**src/rtl/booth_product_acc_if.sv**
```systemverilog
// Handshake/data bundle between the Booth multiplier side and the product
// accumulator: product input, start control and the result handshake.
interface booth_product_acc_if;
  logic        start;
  logic [63:0] prod_in;
  logic        prod_valid;
  logic [63:0] acc_out;
  logic        acc_valid;
  logic        acc_ready;
  logic        ovf;
  logic        drop;
  logic [7:0]  cnt;

  modport master (
    output start, prod_in, prod_valid, acc_ready,
    input  acc_out, acc_valid, ovf, drop, cnt
  );

  modport slave (
    input  start, prod_in, prod_valid, acc_ready,
    output acc_out, acc_valid, ovf, drop, cnt
  );
endinterface

```
**src/rtl/booth_product_acc.sv**
```systemverilog
// Sums N signed 64-bit multiplier products (one per rising edge of the level
// valid) in a guarded accumulator and returns a saturated result over valid/ready.
module booth_product_acc #(
  parameter int N     = 4,
  parameter int GUARD = 8
) (
  input logic                CLK,
  input logic                reset,
  booth_product_acc_if.slave bus
);

  localparam int         W     = 64 + GUARD;
  localparam logic [1:0] IDLE  = 2'd0;
  localparam logic [1:0] ACCUM = 2'd1;
  localparam logic [1:0] DONE  = 2'd2;
  localparam logic [7:0] N_CNT = 8'(N);

  // Clamp the wide sum into 64 bits; bit 64 of the result flags a clamp.
  function automatic logic [64:0] saturate(input logic signed [W-1:0] s);
    logic [64:0] r;
    if ((&s[W-1:63]) || (~|s[W-1:63])) begin
      r = {1'b0, s[63:0]};
    end else if (s[W-1]) begin
      r = {1'b1, 1'b1, {63{1'b0}}};
    end else begin
      r = {1'b1, 1'b0, {63{1'b1}}};
    end
    return r;
  endfunction

  logic [1:0]          state_q, state_d;
  logic signed [W-1:0] acc_q, acc_d;
  logic [7:0]          cnt_q, cnt_d;
  logic [63:0]         acc_out_q, acc_out_d;
  logic                acc_valid_q, acc_valid_d;
  logic                ovf_q, ovf_d;
  logic                drop_q, drop_d;
  logic                prev_valid_q;

  logic                edge_s;
  logic signed [W-1:0] prod_ext_s;
  logic signed [W-1:0] sum_s;
  logic [64:0]         sat_s;
  logic [7:0]          cnt_inc_s;

  assign edge_s     = bus.prod_valid & ~prev_valid_q;
  assign prod_ext_s = W'($signed(bus.prod_in));
  assign sum_s      = acc_q + prod_ext_s;
  assign sat_s      = saturate(sum_s);
  assign cnt_inc_s  = cnt_q + 8'd1;

  // Next-state logic for the accumulate / present-result sequence.
  always_comb begin
    state_d     = state_q;
    acc_d       = acc_q;
    cnt_d       = cnt_q;
    acc_out_d   = acc_out_q;
    acc_valid_d = acc_valid_q;
    ovf_d       = ovf_q;
    drop_d      = drop_q;
    case (state_q)
      IDLE: begin
        // A start wins over a coincident product edge, which is then lost.
        if (bus.start) begin
          state_d = ACCUM;
          acc_d   = {W{1'b0}};
          cnt_d   = 8'd0;
          ovf_d   = 1'b0;
          drop_d  = edge_s;
        end else if (edge_s) begin
          drop_d = 1'b1;
        end else begin
          drop_d = drop_q;
        end
      end
      ACCUM: begin
        if (bus.start) begin
          acc_d  = {W{1'b0}};
          cnt_d  = 8'd0;
          ovf_d  = 1'b0;
          drop_d = edge_s;
        end else if (edge_s) begin
          acc_d = sum_s;
          cnt_d = cnt_inc_s;
          if (cnt_inc_s == N_CNT) begin
            state_d     = DONE;
            acc_out_d   = sat_s[63:0];
            ovf_d       = sat_s[64];
            acc_valid_d = 1'b1;
          end else begin
            state_d = ACCUM;
          end
        end else begin
          state_d = ACCUM;
        end
      end
      DONE: begin
        // Start is deliberately ignored here, even alongside the handshake.
        drop_d = drop_q | edge_s;
        if (acc_valid_q && bus.acc_ready) begin
          state_d     = IDLE;
          acc_valid_d = 1'b0;
        end else begin
          state_d = DONE;
        end
      end
      default: begin
        state_d     = IDLE;
        acc_valid_d = 1'b0;
      end
    endcase
  end

  // State and output registers; prev_valid resets high so a held valid is ignored.
  always_ff @(posedge CLK or posedge reset) begin
    if (reset) begin
      state_q      <= IDLE;
      acc_q        <= {W{1'b0}};
      cnt_q        <= 8'd0;
      acc_out_q    <= 64'd0;
      acc_valid_q  <= 1'b0;
      ovf_q        <= 1'b0;
      drop_q       <= 1'b0;
      prev_valid_q <= 1'b1;
    end else begin
      state_q      <= state_d;
      acc_q        <= acc_d;
      cnt_q        <= cnt_d;
      acc_out_q    <= acc_out_d;
      acc_valid_q  <= acc_valid_d;
      ovf_q        <= ovf_d;
      drop_q       <= drop_d;
      prev_valid_q <= bus.prod_valid;
    end
  end

  assign bus.acc_out   = acc_out_q;
  assign bus.acc_valid = acc_valid_q;
  assign bus.ovf       = ovf_q;
  assign bus.drop      = drop_q;
  assign bus.cnt       = cnt_q;

endmodule

```
**src/flat_wrapper.sv**
```systemverilog
// flat-port wrapper written by rule: the top's interface ports become plain ports
module booth_product_acc_flat 
#(
  parameter int N     = 4,
  parameter int GUARD = 8
)
  (CLK, reset, bus_start, bus_prod_in, bus_prod_valid, bus_acc_ready, bus_acc_out, bus_acc_valid, bus_ovf, bus_drop, bus_cnt);
  booth_product_acc_if bus_i ();
  input logic CLK;
  input logic reset;
  input wire logic [$bits(bus_i.start)-1:0] bus_start;
  input wire logic [$bits(bus_i.prod_in)-1:0] bus_prod_in;
  input wire logic [$bits(bus_i.prod_valid)-1:0] bus_prod_valid;
  input wire logic [$bits(bus_i.acc_ready)-1:0] bus_acc_ready;
  output wire logic [$bits(bus_i.acc_out)-1:0] bus_acc_out;
  output wire logic [$bits(bus_i.acc_valid)-1:0] bus_acc_valid;
  output wire logic [$bits(bus_i.ovf)-1:0] bus_ovf;
  output wire logic [$bits(bus_i.drop)-1:0] bus_drop;
  output wire logic [$bits(bus_i.cnt)-1:0] bus_cnt;
  assign bus_i.start = bus_start;
  assign bus_i.prod_in = bus_prod_in;
  assign bus_i.prod_valid = bus_prod_valid;
  assign bus_i.acc_ready = bus_acc_ready;
  assign bus_acc_out = bus_i.acc_out;
  assign bus_acc_valid = bus_i.acc_valid;
  assign bus_ovf = bus_i.ovf;
  assign bus_drop = bus_i.drop;
  assign bus_cnt = bus_i.cnt;
  booth_product_acc #(.N(N), .GUARD(GUARD)) u_core (.CLK(CLK), .reset(reset), .bus(bus_i));
endmodule
```
**config.mk**
```make
export PLATFORM = sky130hd
export DESIGN_NAME = booth_product_acc_flat
export DESIGN_NICKNAME = d
export VERILOG_FILES = /design/src/rtl/booth_product_acc_if.sv /design/src/rtl/booth_product_acc.sv /design/src/flat_wrapper.sv
export SDC_FILE = /design/constraint.sdc
export NUM_CORES = 1
export LEC_CHECK = 0
export BUFFER_PORTS_ARGS = -buffer_cell sky130_fd_sc_hd__buf_4
export CELL_PAD_IN_SITES_DETAIL_PLACEMENT = 0
export CELL_PAD_IN_SITES_GLOBAL_PLACEMENT = 2
export CORE_MARGIN = 8
export CORE_UTILIZATION = 38
export DETAILED_ROUTE_END_ITERATION = 8
export PLACE_DENSITY_LB_ADDON = 0.1
export SYNTH_ARGS = -nofsm -noshare
export SYNTH_HDL_FRONTEND = slang
export SYNTH_SLANG_ARGS = --single-unit
```
**constraint.sdc**
```tcl
create_clock -name CLK -period 10.4 [get_ports CLK]
set_input_delay 0.52 -clock CLK [delete_from_list [all_inputs] [get_ports CLK]]
set_output_delay 0.52 -clock CLK [all_outputs]
set_load 0.02 [all_outputs]
```
# Yosys cells after proc, flatten, opt, wreduce, memory -nomap -nowiden
# Cells that the tools add are included.
# totals
out_inout_bits	75
in_bits	69
register_bits	150
wordCells	71
# op_classes
reduce_logical	14
n_bitwise	5
n_addsub	2
eq_ne	12
mux	30
# op_table
operator	count
two-way mux 72 bit	3
case mux 72 bit (2 select lines)	1
adder 72 x 64 -> 72 bit	1
two-way mux 65 bit	1
two-way mux 64 bit	1
two-way mux 8 bit	3
case mux 8 bit (2 select lines)	1
two-way mux 1 bit	11
two-way mux 2 bit	5
!= test 3 x 2 -> 1 bit, second input constant	3
AND reduction 9 bit	1
OR reduction 9 bit	1
adder 8 x 1 -> 8 bit, second input constant	1
== test 8 x 3 -> 1 bit, second input constant	1
AND reduction 4 bit	2
!= test 2 x 1 -> 1 bit, second input constant	3
!= test 2 bit, second input constant	3
case mux 1 bit (3 select lines)	2
case mux 2 bit (3 select lines)	1
AND reduction 3 bit	2
AND reduction 5 bit	1
NOT 1 bit	3
nonzero test 3 bit	1
== test 2 x 1 -> 1 bit, second input constant	1
other kinds (10)	10

# Depth between registers and ports, before layout
# logic_depth
word_depth	9
ltp_mapped	16
depth_no_buf	14

# Least setup slack after synthesis
# No wires, ideal clock.
# synth_path
kind	input -> register
startpoint	input port bus_prod_in[3]
endpoint	register u_core.acc_out_q[57], in the netlist u_core.bus.acc_out[57]
required_ps	10265
arrival_ps	3557
setup_time_ps	135
stages	13
path_slack_ps	6709
n_path_buf	1
cell_sequence	ha_1 -> a21o_1 -> a221oi_2 -> nor4_1 -> or4_4 -> a31oi_2 -> o21ai_2 -> a311o_1 -> a2111oi_4 -> a41oi_4 -> buf_4 -> nand2_1 -> o211ai_1
# synth_via
elab_chain_cells	5
word_cells_on_any_way	7
cone_classes	1 x add/sub; 2 x mux; 4 x reduce/logical
# synth_lines
element	line_no	rtl
start, declared	flat_wrapper.sv:12	input wire logic [$bits(bus_i.prod_in)-1:0] bus_prod_in;
adder 72 x 64 -> 72 bit *	booth_product_acc.sv:48	assign sum_s = acc_q + prod_ext_s;
OR reduction 9 bit	booth_product_acc.sv:21	if ((&s[W-1:63]) || (~|s[W-1:63])) begin
zero test 1 bit	booth_product_acc.sv:21	
logical OR 1 bit	booth_product_acc.sv:21	
two-way mux 65 bit *	booth_product_acc.sv:21	
end signal, assigned	booth_product_acc.sv:129	acc_out_q <= acc_out_d;
end, declared	booth_product_acc.sv:34	logic [63:0] acc_out_q, acc_out_d;
# Mark *: on every way between the ends. The rest lies on a longest branch, timed or not.
# A chain may end at the register's enable or synchronous reset.

# Worst setup path in the final report
# layout_path
startpoint	register u_core.acc_q[3]
endpoint	register u_core.acc_out_q[57], in the netlist u_core.bus.acc_out[57]
# layout_via
elab_chain_cells	5
word_cells_on_any_way	7
cone_classes	1 x add/sub; 2 x mux; 4 x reduce/logical
# layout_lines
element	line_no	rtl
start, declared	booth_product_acc.sv:32	logic signed [W-1:0] acc_q, acc_d;
start signal, assigned	booth_product_acc.sv:118	acc_q <= {W{1'b0}};
adder 72 x 64 -> 72 bit *	booth_product_acc.sv:48	
OR reduction 9 bit	booth_product_acc.sv:21	
zero test 1 bit	booth_product_acc.sv:21	
logical OR 1 bit	booth_product_acc.sv:21	
two-way mux 65 bit *	booth_product_acc.sv:21	
# Marked as above.

==> results.cfg <==
[worst_setup_path]
path_depth = 12
reg2reg_depth = 12
path_delay_family = compound AO/OA/AOI/OAI gates
endpoint_kind = flop
worstPathMaxFanout = 22
arrival_ns = 5.54
cp_cell_sequence = ha_1 > a21o_1 > a221oi_2 > nor4_1 > or4_4 > a31oi_2 > o21ai_2 > a41oi_1 > nand3_1 > o31ai_4 > nand2_1 > o211ai_1
required_ns = 10.76
path_buf_inv = 0
cp_slowest_cell = o31ai_4
start_kind = flop
crit_type = reg2reg
critical_path.max_stage_delay_ns = 0.85

[logic_synthesis]
yosys_warnings = 0
synth_compound_area_frac = 0.272
synth_mux_area_frac = 0
ys_seq_area_frac = 0.351
synth_top_family_by_area = compound AO/OA/AOI/OAI gates
synth_top_area_cell = dfrtp_1
ys_top_cells_by_area = dfrtp_1 35%, ha_1 9.1%, a21oi_1 6.8%
synth_fa_ha_area_frac = 0.0931
syn_area_per_cell_sq_um = 8.32
syn_area_sq_um = 10700
synth_top_cell_area_share = 0.348
yosysMostFrequentCell = nand2_1
yosys.area_share.simple = 0.185
synth_xor_area_frac = 0.0580
synth_ff_type = dfrtp_1
async_flop_share = 1.00
syn_inst = 1286
synth_common_cells = 185 x nand2_1, 149 x dfrtp_1, 145 x a21oi_1
synth_cell_types = 76
syn_nets = 1434
synth.ff_latch_count = 150
synth_edf_count = 0

[timing]
fmax_ghz = 0.193
setup_viol = 0
hold_viol_final = 0
finalCriticalPeriod_ns = 5.18
setup_tns_ns = 0
drv_slew = 0
fin_worst_skew_ns = 0.0161
finalCritPeriodShare = 0.498
rsz0062_at_grt = false
worst_pin_slew_ns = 1.03
max_slew_margin = 0.316
whs_ns = 0.189

[drt]
vias = 9910
drtIter0Drc = 622
dr.pass1.iters = 5
post_drt_wl_per_cell_um = 20.0
ant_nets = 0
wirelength_um = 35500
drc = 0
avgViaCountPerCell = 5.60

[cts]
root_buffer = clkbuf_16
cts_setup_buffers = 0
cts.htree.levels = 4
clock_path_buffers = 2
clk_pin_slew_ns = 0.08
cts_made_buffers = 17
cts_resized = 0
cts_sinks = 150
insertion_delay_ns = 0.45
ctsHoldBuffers = 0
cts_tree = built

[global_route]
use_met3 = 0.0372
grt-ovfl-total = 0
track_usage = 0.213
grt_pass1_wl_um = 57200
grt_antenna_before_repair = 0
grt-busiest-layer = met2
grt_max_degree = 87
grtUsageMet1 = 0.281
grt_pass1_vias = 10300
use_met2 = 0.356

[finish]
drive_gt1_frac = 0.145
area_growth_pct = 17.6
utilization = 0.453
register_area_sq_um = 3750
fin_nets = 1528
antenna_cells = 0
stdcell_area_sq_um = 12600
multi_input_area_sq_um = 6530
fillers = 2904
final_cells = 1771

[die]
die_area_sq_um = 33800
die_w_um = 184
start_util = 0.385
rows = 61
core_sq_um = 27800
io_pins = 144
die_h_um = 184

[power]
p_sw_mw = 1.48
p_leak_nw = 5.88
peakVddDrop_mv = 0.106
pwr-share-clk = 0.211
power_frac_seq = 0.247
power_density_nw_per_um2 = 243
intPower_mw = 1.58
power_frac_comb = 0.542
switching_share = 0.483

[placement]
placed_cells = 1739
place_hpwl_um = 26500
place_congestion = 0.853
portBuffers = 143
placed_cell_area_sq_um = 12000

[min_path]
hp-class = in2reg
hold_depth = 1

[status]
run_status = finished clean

[flow_run]
maxCapViolCount = 0
[kinds of logic (layout without fill, tap and decap cells)]
group                    after synthesis  after routing
XOR/XNOR                              70             70
AO/OA/AOI/OAI                        452            452
buffers and inverters                 97            204
flip-flops                           150            150
adder cells (fa/ha/maj)               79             79
AND/OR/NAND/NOR                      438            438
[worst paths after layout]
kind	end	start	slack [ns]
max in group asynchronous	u_core.acc_q[52]	reset	8.73
min	u_core.prev_valid_q	bus_prod_valid	0.19
min in group asynchronous	u_core.bus.acc_out[18]	reset	0.21
max	u_core.bus.acc_out[57]	u_core.acc_q[3]	5.22
max reg2reg	u_core.bus.acc_out[57]	u_core.acc_q[3]	5.22
min reg2reg	u_core.bus.acc_out[42]	u_core.bus.acc_out[42]	0.49
[state kept, by name, summed over array words and instances, names as in the netlist]
| signal | flops |
|---|---|
| u_core.acc_q | 72 |
| u_core.bus.acc_out | 64 |
| u_core.bus.cnt | 8 |
| u_core.state_q | 2 |
| u_core.bus.acc_valid | 1 |
| u_core.bus.drop | 1 |
| u_core.bus.ovf | 1 |
| u_core.prev_valid_q | 1 |
[metrics by stage]
stage / power [mW] / setup WS (ns)
after detailed placement: 2.42 / 4.96
after floorplan: 1.97 / 5.85
after global placement: 2.43 / 5.06
after global routing: 3.29 / 4.90
final: 3.06 / 5.22
after CTS: 3.09 / 5.23
[power groups by stage]
| stage | sequential [mW] | clock, mW | combinational [mW] |
|---|---|---|---|
| 2_1_floorplan | 0.752 | 0 | 1.22 |
| 5_1_grt | 0.768 | 0.684 | 1.84 |
| 4_1_cts | 0.754 | 0.667 | 1.67 |
| 3_3_place_gp | 0.763 | 0 | 1.66 |
| 6_report | 0.755 | 0.647 | 1.66 |
| 3_5_place_dp | 0.763 | 0 | 1.66 |
[cell usage in the layout, fill, tap and decap left out, types with 11 or more instances in the layout]
cell         n
o21ai_0    104
a21oi_1    145
o21a_1      12
a21o_1      15
a31oi_1     13
clkbuf_16   17
dfrtp_1    149
nand4_1     34
o211ai_1    11
nor3_1      16
nand3_1     17
xnor2_1     34
nand2_1    185
nor2b_1     11
buf_4      148
a22o_1      64
o21ai_1     18
inv_1       23
nor2_1     122
ha_1        78
xor2_1      35
[metal layers]
metal,up-vias,wire length [um]
li1,4871,-
met5,-,0
met3,33,1460
met2,187,17000
met4,0,565
met1,4819,16500
[area by class of cell]
class                   instances  share of cell area
multi-input cells            1039               0.519
clock inverters                15              0.0148
clock buffers                  17              0.0338
flip-flops and latches        150               0.298
repair buffers                148              0.0883
inverters                      24             0.00756
well taps                     378              0.0376
Power figures use the tool's default switching activity.
